**src/rtl/clk_tick_pkg.sv**
```systemverilog
// rtl/clk_tick_pkg.sv - shared constants, types and sizing helper for the clock-enable generator
package clk_tick_pkg;
  localparam int unsigned CLK_HZ  = 100_000_000;
  localparam int unsigned DEF_DIV = 50_000;
  localparam int          DIV_W   = 32;

  typedef logic [DIV_W-1:0] div_t;

  function automatic int sel_w(input int n);
    return (n > 1) ? $clog2(n) : 1;
  endfunction
endpackage

```
**src/rtl/clk_tick_chan.sv**
```systemverilog
// rtl/clk_tick_chan.sv - one divider channel: counter, active/shadow divisor, tick and square wave
module clk_tick_chan #(
  parameter int          DIV_W   = 32,
  parameter int unsigned DEF_DIV = 50000
) (
  input  logic             clk,
  input  logic             reset,
  input  logic             en,
  input  logic             wr_hit,
  input  logic [DIV_W-1:0] wr_data,
  input  logic             sync,
  output logic             tick,
  output logic             sq
);
  localparam logic [DIV_W-1:0] RST_DIV = DIV_W'(DEF_DIV);
  localparam logic [DIV_W-1:0] ONE     = DIV_W'(1);

  logic [DIV_W-1:0] cnt, active_div, shadow_div;
  logic             pend, run, last;

  assign run  = en && (active_div != '0);
  assign last = (cnt == active_div - ONE);

  always_ff @(posedge clk) begin
    if (reset) begin
      cnt        <= '0;
      active_div <= RST_DIV;
      shadow_div <= RST_DIV;
      pend       <= 1'b0;
      tick       <= 1'b0;
      sq         <= 1'b0;
    end else if (sync) begin
      // Phase alignment: older shadow goes live, a same-cycle write stays pending.
      cnt  <= '0;
      sq   <= 1'b0;
      tick <= 1'b0;
      if (pend) active_div <= shadow_div;
      if (wr_hit) begin
        shadow_div <= wr_data;
        pend       <= 1'b1;
      end else begin
        pend <= 1'b0;
      end
    end else begin
      if (wr_hit) shadow_div <= wr_data;
      if (!run) begin
        tick <= 1'b0;
        if (wr_hit) begin
          active_div <= wr_data;
          cnt        <= '0;
          pend       <= 1'b0;
        end
      end else if (last) begin
        // Period boundary: the finishing tick keeps the old divisor, the next uses the newest.
        tick <= 1'b1;
        sq   <= ~sq;
        cnt  <= '0;
        if (wr_hit) begin
          active_div <= wr_data;
          pend       <= 1'b0;
        end else if (pend) begin
          active_div <= shadow_div;
          pend       <= 1'b0;
        end
      end else begin
        tick <= 1'b0;
        cnt  <= cnt + ONE;
        if (wr_hit) pend <= 1'b1;
      end
    end
  end
endmodule

```
**src/rtl/clk_tick_gen.sv**
```systemverilog
// rtl/clk_tick_gen.sv - multi-channel programmable tick/square generator with divisor write port
// Define CLKDIV_SYNC_EN to add the global sync input that realigns all channel phases.
module clk_tick_gen
  import clk_tick_pkg::*;
#(
  parameter int          NCH     = 4,
  parameter int          DIV_W   = clk_tick_pkg::DIV_W,
  parameter int unsigned DEF_DIV = clk_tick_pkg::DEF_DIV
) (
  input  logic                    clk,
  input  logic                    reset,
`ifdef CLKDIV_SYNC_EN
  input  logic                    sync,
`endif
  input  logic [NCH-1:0]          ch_en,
  input  logic                    div_wr,
  input  logic [sel_w(NCH)-1:0]   div_sel,
  input  logic [DIV_W-1:0]        div_data,
  output logic                    div_ack,
  output logic                    div_err,
  output logic [NCH-1:0]          tick,
  output logic [NCH-1:0]          sq
);
  logic [31:0] sel_ext;
  logic        sel_ok;
  logic        sync_pulse;

  assign sel_ext = 32'(div_sel);
  assign sel_ok  = sel_ext < 32'(NCH);

`ifdef CLKDIV_SYNC_EN
  assign sync_pulse = sync;
`else
  assign sync_pulse = 1'b0;
`endif

  always_ff @(posedge clk) begin
    if (reset) begin
      div_ack <= 1'b0;
      div_err <= 1'b0;
    end else begin
      div_ack <= div_wr && sel_ok;
      div_err <= div_wr && !sel_ok;
    end
  end

  for (genvar i = 0; i < NCH; i++) begin : g_ch
    clk_tick_chan #(
      .DIV_W   (DIV_W),
      .DEF_DIV (DEF_DIV)
    ) u_chan (
      .clk     (clk),
      .reset   (reset),
      .en      (ch_en[i]),
      .wr_hit  (div_wr && sel_ok && (sel_ext == 32'(i))),
      .wr_data (div_data),
      .sync    (sync_pulse),
      .tick    (tick[i]),
      .sq      (sq[i])
    );
  end
endmodule
```
**config.mk**
```make
export PLATFORM = sky130hd
export DESIGN_NAME = clk_tick_gen
export DESIGN_NICKNAME = d
export VERILOG_FILES = /design/src/rtl/clk_tick_pkg.sv /design/src/rtl/clk_tick_chan.sv /design/src/rtl/clk_tick_gen.sv
export SDC_FILE = /design/constraint.sdc
export NUM_CORES = 1
export LEC_CHECK = 0
export ABC_CLOCK_PERIOD_IN_PS = 4950
export CAP_MARGIN = 10
export CELL_PAD_IN_SITES_DETAIL_PLACEMENT = 0
export CELL_PAD_IN_SITES_GLOBAL_PLACEMENT = 1
export CORE_MARGIN = 10
export CORE_UTILIZATION = 40
export CTS_CLUSTER_SIZE = 30
export DETAILED_ROUTE_END_ITERATION = 10
export GPL_ROUTABILITY_DRIVEN = 1
export PLACE_DENSITY_LB_ADDON = 0.1
export REMOVE_ABC_BUFFERS = 1
export SYNTH_ARGS = -nofsm -noshare
export SYNTH_HDL_FRONTEND = slang
export SYNTH_SLANG_ARGS = --single-unit
```
**constraint.sdc**
```tcl
create_clock -name clk -period 4.95 [get_ports clk]
set_clock_uncertainty 0.2 [all_clocks]
set_input_delay 0.99 -clock clk [delete_from_list [all_inputs] [get_ports clk]]
set_output_delay 0.99 -clock clk [all_outputs]
set_load 0.05 [all_outputs]
```
# After elaboration in Yosys (flattened, before gate mapping)
# Index checks and enable logic that the tools add are counted.
dict set report word_totals {
  register_bits 398
  in_bits 41
  out_inout_bits 10
}
dict set report op_classes {
  n_addsub 8
  n_lt_le_gt_ge 1
  n_eq_ne 11
  muxes 52
  n_bitwise 8
  reduce_logical 44
}
# op count
set op_table {}
lappend op_table {{2-to-1 mux 32 bit} 32}
lappend op_table {{adder 32 x 1 -> 32 bit, second input constant} 4}
lappend op_table {{equality test 32 bit} 4}
lappend op_table {{nonzero test 32 bit} 4}
lappend op_table {{subtractor 32 x 1 -> 32 bit, second input constant} 4}
lappend op_table {{zero test 32 bit} 1}
lappend op_table {{nonzero test 2 bit} 12}
lappend op_table {{2-to-1 mux 1 bit} 20}
lappend op_table {{AND reduction 2 bit} 8}
lappend op_table {{AND reduction 3 bit} 4}
lappend op_table {{logical AND 1 bit} 10}
lappend op_table {{inequality test 2 bit, second input constant} 4}
lappend op_table {{NOT 1 bit} 8}
lappend op_table {{OR reduction 2 bit} 4}
lappend op_table {{equality test 2 bit, second input constant} 2}
lappend op_table {{< comparator 2 x 3 -> 1 bit, second input constant} 1}
lappend op_table {{equality test 2 x 1 -> 1 bit, second input constant} 1}
lappend op_table {{zero test 1 bit} 1}

# Depth between registers and ports, before layout
# Gate-level depths: netlist (run 1).
dict set report depth {
  depth_word 6
  ltp_mapped 15
}

# Hierarchy
# A second synthesis (run 1) with hierarchy kept.
dict set report hier_totals {
  hier_cells 2886
  hier_area_um2 24050.6
}
# module instances cells_each area_per_inst_um2 seq_area_each_um2
set by_module_without_submodules {}
lappend by_module_without_submodules {{clk_tick_chan (g_ch[2].u_chan ...)} 2 713 6017.0 1981.9}
lappend by_module_without_submodules {{clk_tick_chan (g_ch[0].u_chan ...)} 2 726 5970.7 1981.9}
lappend by_module_without_submodules {clk_tick_gen 1 8 75.1 20.0}

# Least setup slack after synthesis (run 1)
# OpenSTA, ideal clock, no wires.
dict set report synth_timing {
  path_type {register -> register}
  start {register g_ch[1].u_chan.active_div[5]}
  end {register g_ch[1].u_chan.active_div[31]}
  t_arrival_ns 3.639
  t_required_ns 4.628
  path_slack_ns 0.989
  path_stages_with_launch 13
  n_path_buf 3
  period_less_slack_ns 3.961
  path_cell_list {dfxtp_1 > or4_1 > buf_2 > or4_4 > buf_6 > or4_1 > a211o_1 > and3_4 > nor4_4 > a21boi_2 > o21a_4 > buf_6 > a221o_1}
}
dict set report synth_via {
  elab_chain_cells 4
  elab_cells_between_ends 8
  cone_classes {add/sub (1); eq/ne (2); mux (1); reduce/logical (4)}
}
# element line_no
set synth_lines {}
lappend synth_lines {{start, declared} clk_tick_chan.sv:18} ;# logic [DIV_W-1:0] cnt, active_div, shadow_div;
lappend synth_lines {{start signal, assigned} clk_tick_chan.sv:37} ;# if (pend) active_div <= shadow_div;
lappend synth_lines {{start signal, assigned} clk_tick_chan.sv:49} ;# active_div <= wr_data;
lappend synth_lines {{start signal, assigned} clk_tick_chan.sv:59} ;# active_div <= wr_data;
lappend synth_lines {{subtractor 32 x 1 -> 32 bit or nonzero test 32 bit (tied branches)} {clk_tick_chan.sv:22, clk_tick_chan.sv:21}}
lappend synth_lines {{equality test 32 bit or logical AND 1 bit (tied branches)} {clk_tick_chan.sv:22, clk_tick_chan.sv:21}}
lappend synth_lines {{inequality test 2 bit (no source line) or nonzero test 2 bit (tied branches)} -}
lappend synth_lines {{AND reduction 3 bit (no source line)} -}
# Several ways; a longest one is shown, not always the timed one.
# A chain may end at the register's enable or synchronous reset.

# Worst setup path after layout (run 1)
dict set report layout_timing {
  start {register g_ch[1].u_chan.active_div[5]}
  end {register g_ch[1].u_chan.active_div[14]}
}
# The elaborated chain is that of the path after synthesis.

==> impl_metrics.tcl, run 1 <==
set metrics [dict create \
    status "finished clean" \
    cts-root-buf "clkbuf_16" \
    p_switching_mw 2.04 \
    min_path_type "reg2reg" \
    start_util_pct 40.2 \
    dp_cells 3530 \
    setup_viol 0 \
    placed_cell_area_mm2 0.0237 \
    fmax_ghz 0.226 \
    grt_pass1_wl_um 111000 \
    hold_viol 0 \
    core_area_mm2 0.0563 \
    antenna_found_initial 3 \
    min_from "g_ch[2].u_chan.shadow_div[30]$_SDFFE_PP0P_" \
    final.period_utilization_pct 89.2 \
    synth.avg_cell_area_um2 7.83 \
    synthToLayoutAreaGrowth_pct 11.6 \
    io_buffers 49 \
    synth.area.top_cells "dfxtp_1 35%, nand2_1 7.1%, xnor2_1 4.8%" \
    drt_iter0_drc 1487 \
    holdWs_ns 0.252 \
    rsz0062_at_grt "false" \
    syn_inst 2893 \
    grt_overflow 0 \
    yosys.area.top_type "dfxtp_1" \
    grt_max_degree 145 \
    yosysSeqAreaShare_pct 35.1 \
    worstHoldEndpoint "g_ch[2].u_chan.shadow_div[30]$_SDFFE_PP0P_" \
    dpl.hpwl_um 48700 \
    timing.rr.end "g_ch[1].u_chan.active_div[14]$_SDFFE_PP1P_" \
    layout.cells.non_filler 3615 \
    powerDensity_mw_per_mm2 307 \
    synth_top_area_share_pct 35.1 \
    min_period_ns 4.42 \
    io_pins 51 \
    netlist-cell-type-count 92 \
    vias 20897 \
    holdPathStages 2 \
    grt_pass1_vias 19669 \
    power_frac_seq_pct 43.5 \
    fin_total_pwr_mw 7.76 \
    vdd_drop_max_v 0.000261 \
    wl_per_cell_um 19.5 \
    rrSetupSlack_ns 0.53 \
    wl_um 70600 \
    fin_setup_tns_ns 0 \
    cap_viol_max_count 0 \
    clkSinkCount 397 \
    nFillCells 5627 \
    pre_cts_slack_ns 0.560 \
    yosysWarnings 0 \
    path_class "reg2reg" \
    clkPwrFrac_pct 46.0 \
    synth_edf_count 0 \
    antenna_left 0 \
    clock_latency_ns 0.59 \
    worstPathArrival_ns 4.66 \
    rows 87 \
    clk_pin_slew_ns 0.06 \
    cts_hold_buf 0 \
    routabilityCongestion 0.868 \
    slew_violations 0 \
    r2r-start "g_ch[1].u_chan.active_div[5]$_SDFFE_PP0P_" \
    drive_gt1_share_pct 7.80 \
    drt_drc_violations_left 0 \
    gr-usage-all-layers_pct 20.5 \
    cp-end-kind "register" \
    ys_ff_latch 397 \
    vias_per_cell 5.78 \
    leakage_nw 8.88 \
    die_w_um 258 \
    worstRegToRegCells 10 \
    synthFlopType "dfxtp_1" \
    cts.repair.resized 0 \
    required_ns 5.19 \
    async_flop_share_pct 0 \
    worst_pin_slew_ns 1.22 \
    die_h_um 258 \
    p_int_mw 5.72 \
    firstDrtPassIters 5 \
    n_antenna_cell 0 \
    fin_nets 2877 \
    post-route-util_pct 44.9 \
    numCtsBuffers 47 \
    cts_setup_buffers 0 \
    switching_share_pct 26.3 \
    syn_area_mm2 0.0226 \
    critPathLaunchType "register" \
    cts_max_level 2 \
    worst_slack_ns 0.533 \
    die_area_mm2 0.0665 \
    slew_headroom_pct 16.6 \
    combPwrFrac_pct 10.5 \
    cts_buffer_depth 3 \
    cts_tree "built" \
    worstPathMaxFanout 32 \
    fin_area_mm2 0.0253 \
]
layer usage:
layer  GRT usage, %  vias to the layer above  wire, um
li1               -                    10274         -
met1           27.9                    10031     32800
met2           33.5                      504     32700
met3           2.60                       88      3470
met4           5.83                        0      1620
met5              0                        -         0
placed cells by master, fill, tap and decap left out, types with 12 or more instances in the layout:
master           count
a21oi_1            190
clkdlybuf4s50_1     48
xor2_1              61
a22o_1              34
nand2_1            430
nand4_1             53
mux2i_1             76
and3_1              58
or3_1               24
ha_1                12
clkbuf_8            21
nand2b_1            20
a21o_1              15
dfxtp_1            397
or4_1               30
xnor2_1            125
nor2b_1             45
o21ai_0             77
and2_1              13
inv_1              101
nor3b_1             13
or2_2               12
mux2_2              30
clkbuf_16           47
nand3_1            162
a221o_1             31
nor4_1              63
buf_4               49
a31oi_1             37
nor2_1             160
a211oi_1           122
nor3_1              85
critical path: stages, from the launching register on:
cell and delay [ns]:
dfxtp_1 0.35, or4_1 0.67, or4_4 0.65, or4_1 0.53, a211o_1 0.25, and3_4 0.19, nor4_4 0.52, nand2_2 0.15
nor3_4 0.21, buf_4 0.38, a221oi_1 0.15
area by class of cell:
type / count / area (um2) / area share, %
Inverter: 102 / 383 / 1.52
Clock inverter: 13 / 125 / 0.495
Tap cell: 756 / 946 / 3.74
Sequential cell: 397 / 7950 / 31.4
Multi-Input combinational cell: 2174 / 13500 / 53.2
Clock buffer: 71 / 1470 / 5.80
Timing Repair Buffer: 102 / 950 / 3.76
power by group through the flow:
stage	registers [mW]	clock network, mW	logic, mW
final	3.38	3.57	0.812
after global routing	3.39	3.79	0.888
after CTS	3.38	3.67	0.805
after detailed placement	3.45	0	0.801
after global placement	3.44	0	0.792
after floorplan	3.42	0	0.491
sequential cells by signal, summed over array words and instances (netlist names):
signal and flops:
g_ch.u_chan.active_div 128, g_ch.u_chan.cnt 128, g_ch.u_chan.shadow_div 128, g_ch.u_chan.pend 4, g_ch.u_chan.sq 4, g_ch.u_chan.tick 4
div_ack 1
kinds of logic after synthesis:
group | count (synthesis) | synth area share (%)
AO/OA/AOI/OAI | 633 | 19.1
buffers and inverters | 322 | 5.90
AND/OR/NAND/NOR | 1236 | 27.2
other | 1 | 0.0166
adder cells (fa/ha/maj) | 12 | 0.663
XOR/XNOR | 186 | 7.19
multiplexers | 106 | 4.85
flip-flops | 397 | 35.1
worst max path at each step:
stage,cells after the start,from,to
floorplan,8,g_ch[0].u_chan.active_div[4]$_SDFFE_PP1P_,g_ch[0].u_chan.active_div[0]$_SDFFE_PP0P_
global placement,10,g_ch[1].u_chan.active_div[5]$_SDFFE_PP0P_,g_ch[1].u_chan.active_div[14]$_SDFFE_PP1P_
detailed placement,10,g_ch[1].u_chan.active_div[5]$_SDFFE_PP0P_,g_ch[1].u_chan.active_div[14]$_SDFFE_PP1P_
CTS,10,g_ch[1].u_chan.active_div[5]$_SDFFE_PP0P_,g_ch[1].u_chan.active_div[14]$_SDFFE_PP1P_
global route,9,g_ch[0].u_chan.active_div[12]$_SDFFE_PP0P_,g_ch[0].u_chan.cnt[17]$_SDFFE_PP0P_
finish,10,g_ch[1].u_chan.active_div[5]$_SDFFE_PP0P_,g_ch[1].u_chan.active_div[14]$_SDFFE_PP1P_
synth_stat cells, types with 13 or more instances:
cell type and instances:
a31oi_1 37, a221o_1 31, nand3_1 162, nand2_1 431, and3_1 58, or3_1 24
a211oi_1 122, nand2b_1 20, clkbuf_1 185, mux2_2 30, a21oi_1 194, nand4_1 53
nor3b_1 14, mux2i_1 76, dfxtp_1 397, inv_1 101, nor3_1 88, nor4_1 63
or4_1 30, nor2_1 162, a22o_1 34, o21ai_0 77, and2_1 13, xor2_1 61
nor2b_1 45, a21o_1 15, xnor2_1 125
Note: power is estimated with default switching activity, not from simulation.
==> inputs of run 2 (changes only) <==
- SLEW_MARGIN: default -> 40
==> run 2 against run 1 <==
Compared with the run above:
- combinational power about the same
- critical endpoint unchanged
- fmax down 0.82%
- core utilization up 0.18 points
- design area up 0.40%
- critical path depth unchanged
- sequential share of layout area down 0.13 points
- flip-flop and latch count unchanged
- via count up 0.14%
- register-to-register slack worse by 0.04 ns
- die area unchanged
==> impl_metrics.tcl, run 2 (same netlist as run 1, synthesis figures left out) <==
set metrics [dict create \
    firstDrtPassIters 6 \
    wl_per_cell_um 19.4 \
    cts_hold_buf 0 \
    min_path_type "reg2reg" \
    timing.rr.end "g_ch[1].u_chan.active_div[14]$_SDFFE_PP1P_" \
    cts_max_level 2 \
    layout.cells.non_filler 3620 \
    gr-usage-all-layers_pct 20.5 \
    cp-endpoint "g_ch[1].u_chan.active_div[14]$_SDFFE_PP1P_" \
    cp_common_cell "or4_1" \
    worstPathMaxFanout 32 \
    grt_pass1_vias 19791 \
    clk_pin_slew_ns 0.06 \
    grt_pass1_wl_um 112000 \
    cts-root-buf "clkbuf_16" \
    numCtsBuffers 48 \
    grt_max_degree 145 \
    io_buffers 49 \
    rsz0062_at_grt "false" \
    vdd_drop_max_v 0.000237 \
    multiInputGateArea_mm2 0.0135 \
    synthToLayoutAreaGrowth_pct 12.0 \
    cts_setup_buffers 0 \
    worstRegToRegCells 10 \
    status "finished clean" \
    dp_cells 3532 \
    vias_per_cell 5.78 \
    cts_buffer_depth 3 \
    antenna_found_initial 4 \
    clkSinkCount 397 \
    ff_latch_area_mm2 0.00795 \
    drive_gt1_share_pct 8.00 \
    setup.worst_path.start "g_ch[1].u_chan.active_div[5]$_SDFFE_PP0P_" \
    rrSetupSlack_ns 0.50 \
    slowest_delay_ns 0.67 \
    worstPathCellList "or4_1 -> or4_4 -> or4_1 -> a211o_1 -> and3_4 -> nor4_4 -> nand2_2 -> nor3_4 -> buf_4 -> a221oi_1" \
    hold_viol 0 \
    die_w_um 258 \
    path_class "reg2reg" \
    leakage_nw 8.90 \
    cp_slowest_cell "or4_1" \
    start_util_pct 40.2 \
    layout_common_cells "430 x nand2_1, 397 x dfxtp_1, 190 x a21oi_1, 161 x nand3_1, 160 x nor2_1" \
    final_common_cell "nand2_1" \
    cts.repair.resized 0 \
    nFillCells 5669 \
    rows 87 \
    setup_viol 0 \
    drt_drc_violations_left 0 \
    holdWs_ns 0.249 \
    fin_setup_tns_ns 0 \
    critPathLaunchType "register" \
    fmax_ghz 0.225 \
    powerDensity_mw_per_mm2 310 \
    core_area_mm2 0.0563 \
    wl_um 70100 \
    cap_viol_max_count 0 \
    crit_family "simple AND/OR/NAND/NOR gates" \
    die_area_mm2 0.0665 \
    io_pins 51 \
    antenna_left 0 \
    clock_latency_ns 0.58 \
    worstPathArrival_ns 4.69 \
    grt_overflow 0 \
    post-route-util_pct 45.1 \
    dpl.hpwl_um 48700 \
    fin_nets 2879 \
    required_ns 5.19 \
    cp-end-kind "register" \
    crit_cells 10 \
    final.period_utilization_pct 90.0 \
    reg_top3 "g_ch.u_chan.active_div (128), g_ch.u_chan.cnt (128), g_ch.u_chan.shadow_div (128)" \
    min_period_ns 4.45 \
    fin_total_pwr_mw 7.86 \
    critPathBufInv 1 \
    die_h_um 258 \
    r2r-start "g_ch[1].u_chan.active_div[5]$_SDFFE_PP0P_" \
    cts_tree "built" \
    slew_headroom_pct 38.8 \
    vias 20926 \
    slew_violations 0 \
    worst_pin_slew_ns 0.916 \
    drt_iter0_drc 1383 \
    routabilityCongestion 0.868 \
]
[run 2: layout make-up]
| type | count | area share (%) |
|---|---|---|
| tap | 756 | 3.73 |
| inverter | 102 | 1.51 |
| timing repair buffer | 103 | 3.75 |
| clock buffer | 69 | 5.56 |
| sequential | 397 | 31.3 |
| multi-input combinational | 2174 | 53.2 |
| antenna | 1 | 0.00986 |
| clock inverter | 18 | 0.883 |
[run 2: stage by stage]
| step | setup WS [ns] | cell area [um2] |
|---|---|---|
| 2_1_floorplan | -2.91 | 21700 |
| 3_3_place_gp | 0.685 | 23700 |
| 3_5_place_dp | 0.546 | 23700 |
| 4_1_cts | 0.537 | 25300 |
| 5_1_grt | 0.246 | 25400 |
| 6_report | 0.497 | 25400 |
[run 2: tightest hold or removal path, cell delays in order (launching register included)]
cell     delay (ns)
dfxtp_1        0.30
nand2_1        0.05
a21oi_1        0.05
[run 2: metal layers]
metal / track usage, % / up-vias / share of wire, %
met4: 5.91 / 0 / 2.4
li1: - / 10278 / -
met2: 33.2 / 543 / 46
met3: 2.91 / 99 / 5.2
met5: 0 / - / 0
met1: 27.9 / 10006 / 46
[run 2: worst min path at each step]
stage	depth (start not counted)	slack (ns)	startpoint	endpoint
3_3_place_gp	2	0.24	g_ch[2].u_chan.shadow_div[30]$_SDFFE_PP0P_	g_ch[2].u_chan.shadow_div[30]$_SDFFE_PP0P_
3_5_place_dp	2	0.24	g_ch[2].u_chan.shadow_div[30]$_SDFFE_PP0P_	g_ch[2].u_chan.shadow_div[30]$_SDFFE_PP0P_
4_1_cts	2	0.25	g_ch[2].u_chan.shadow_div[30]$_SDFFE_PP0P_	g_ch[2].u_chan.shadow_div[30]$_SDFFE_PP0P_
5_1_grt	2	0.27	g_ch[0].u_chan.shadow_div[23]$_SDFFE_PP0P_	g_ch[0].u_chan.shadow_div[23]$_SDFFE_PP0P_
2_1_floorplan	2	0.23	g_ch[2].u_chan.shadow_div[30]$_SDFFE_PP0P_	g_ch[2].u_chan.shadow_div[30]$_SDFFE_PP0P_
6_report	2	0.25	g_ch[2].u_chan.shadow_div[30]$_SDFFE_PP0P_	g_ch[2].u_chan.shadow_div[30]$_SDFFE_PP0P_
[run 2: power breakdown]
group / switching, mW / internal, mW / leakage [nW]
logic: 0.511 / 0.300 / 4.87
clock network: 1.44 / 2.23 / 0.808
registers: 0.0966 / 3.28 / 3.22
==> inputs of run 3 (changes only) <==
- CTS_BUF_LIST: default -> sky130_fd_sc_hd__clkbuf_8
==> run 3 against run 2 <==
Compared with the run above:
- sequential share of layout area is 0.14 points higher
- routed wire length rose by 0.77%
- critical path type unchanged
- highest routed layer unchanged
- design area is 0.46% lower
- first-iteration DRC count is 3.3% higher
- final cell count up 1.2%
- sequential power about the same
- power decreased by 5.0%
- largest power group is now sequential cells
- via count up 0.67%
==> impl_metrics.tcl, run 3 (same netlist as run 1, synthesis figures left out) <==
set metrics [dict create \
    io_pins 51 \
    rows 87 \
    min_path_type "reg2reg" \
    reg_top3 "g_ch.u_chan.active_div (128), g_ch.u_chan.cnt (128), g_ch.u_chan.shadow_div (128)" \
    core_area_mm2 0.0563 \
    worstPathCellList "or4_1 -> or4_4 -> or4_1 -> a211o_1 -> and3_4 -> nor4_4 -> nand2_2 -> nor3_4 -> buf_4 -> a221oi_1" \
    cp_slowest_cell "or4_1" \
    numCtsBuffers 75 \
    final_common_cell "nand2_1" \
    cp_common_cell "or4_1" \
    io_buffers 49 \
    hold_viol 0 \
    start_util_pct 40.2 \
    gr-usage-all-layers_pct 20.7 \
    die_w_um 258 \
    cts-root-buf "clkbuf_8" \
    cts_tree "built" \
    vias 21067 \
    vdd_drop_max_v 0.000196 \
    drt_iter0_drc 1428 \
    min_period_ns 4.46 \
    wl_per_cell_um 19.3 \
    cts_setup_buffers 0 \
    layout.cells.non_filler 3663 \
    worst_pin_slew_ns 0.800 \
    leakage_nw 8.96 \
    fmax_ghz 0.224 \
    worst_slack_ns 0.494 \
    fin_nets 2906 \
    path_class "reg2reg" \
    placed_cell_area_mm2 0.0237 \
    grt_max_degree 145 \
    slew_headroom_pct 46.7 \
    clkSinkCount 397 \
    firstDrtPassIters 5 \
    drt_drc_violations_left 0 \
    vias_per_cell 5.75 \
    slowest_delay_ns 0.67 \
    grt_use_met2_pct 33.5 \
    cts.repair.resized 0 \
    setup_viol 0 \
    cts_hold_buf 0 \
    grt_overflow 0 \
    clock_latency_ns 0.67 \
    dp_cells 3532 \
    wl_um 70600 \
    clk_pin_slew_ns 0.06 \
    powerDensity_mw_per_mm2 296 \
    critPathLaunchType "register" \
    worstPathArrival_ns 4.77 \
    cp-end-kind "register" \
    cts_max_level 3 \
    routabilityCongestion 0.868 \
    drive_gt1_share_pct 8.88 \
    cts_buffer_depth 3 \
    synthToLayoutAreaGrowth_pct 11.5 \
    antenna_found_initial 4 \
    pre_cts_slack_ns 0.546 \
    status "finished clean" \
    worstPathMaxFanout 32 \
    die_area_mm2 0.0665 \
    layout_common_cells "430 x nand2_1, 397 x dfxtp_1, 190 x a21oi_1, 161 x nand3_1, 160 x nor2_1" \
    gr-max-usage-layer "met2" \
    cap_viol_max_count 0 \
    dpl.hpwl_um 48700 \
    grt_util_met3_pct 3.28 \
    use_met1_pct 27.9 \
    rsz0062_at_grt "false" \
    slew_violations 0 \
    grt_pass1_vias 20107 \
    final.period_utilization_pct 90.0 \
    required_ns 5.26 \
    holdWs_ns 0.250 \
    grt_pass1_wl_um 112000 \
    antenna_left 0 \
    fin_area_mm2 0.0253 \
    die_h_um 258 \
]
==> run 3: changes by cell type in the layout (fill, tap and decap cells not counted), sizes merged <==
cell      previous run  this run
bufinv               5         2
clkbuf              70        93
clkinvlp             2         1
diode                1         2
inv                102       125
==> run 3: worst paths after layout <==
check / startpoint / end / slack, ns / depth (start not counted)
max: g_ch[1].u_chan.active_div[5]$_SDFFE_PP0P_ / g_ch[1].u_chan.active_div[14]$_SDFFE_PP1P_ / 0.49 / 10
min: g_ch[2].u_chan.shadow_div[30]$_SDFFE_PP0P_ / g_ch[2].u_chan.shadow_div[30]$_SDFFE_PP0P_ / 0.25 / 2
max reg2reg: g_ch[1].u_chan.active_div[5]$_SDFFE_PP0P_ / g_ch[1].u_chan.active_div[14]$_SDFFE_PP1P_ / 0.49 / 10
min reg2reg: g_ch[2].u_chan.shadow_div[30]$_SDFFE_PP0P_ / g_ch[2].u_chan.shadow_div[30]$_SDFFE_PP0P_ / 0.25 / 2
==> run 3: metrics by stage <==
step                power, mW  util, %  TNS, ns
global placement         4.24     42.0        0
detailed placement       4.25     42.1        0
global route             7.81     44.9        0
CTS                      7.56     44.8        0
finish                   7.47     44.9        0
floorplan                3.91        -  -137.73
==> run 3: power breakdown <==
part	internal, mW	total (mW)	switching (mW)
Combinational	0.300	0.812	0.512
Clock	1.79	3.28	1.49
Sequential	3.28	3.38	0.0964
Total	5.37	7.47	2.10
==> run 3: layer usage <==
metal	part of all wire, %	wire [um]
met2	46	32600
met3	5.2	3660
met4	2.1	1480
met1	46	32800
met5	0	0
==> run 3: layout make-up <==
cell class / count / area (um2)
antenna: 2 / 5.00
timing repair buffer: 103 / 952
multi-input combinational: 2174 / 13500
clock inverter: 37 / 250
tap: 756 / 946
inverter: 102 / 383
fill: 5720 / 31000
sequential: 397 / 7950
clock buffer: 92 / 1270
==> run 3: worst max-delay path, delay by kind of cell, from the launching register on <==
family	cells	cell delay (ns)
AND/OR/NAND/NOR	7	2.95
AO/OA/AOI/OAI	2	0.39
flip-flops	1	0.36
buffers and inverters	1	0.38
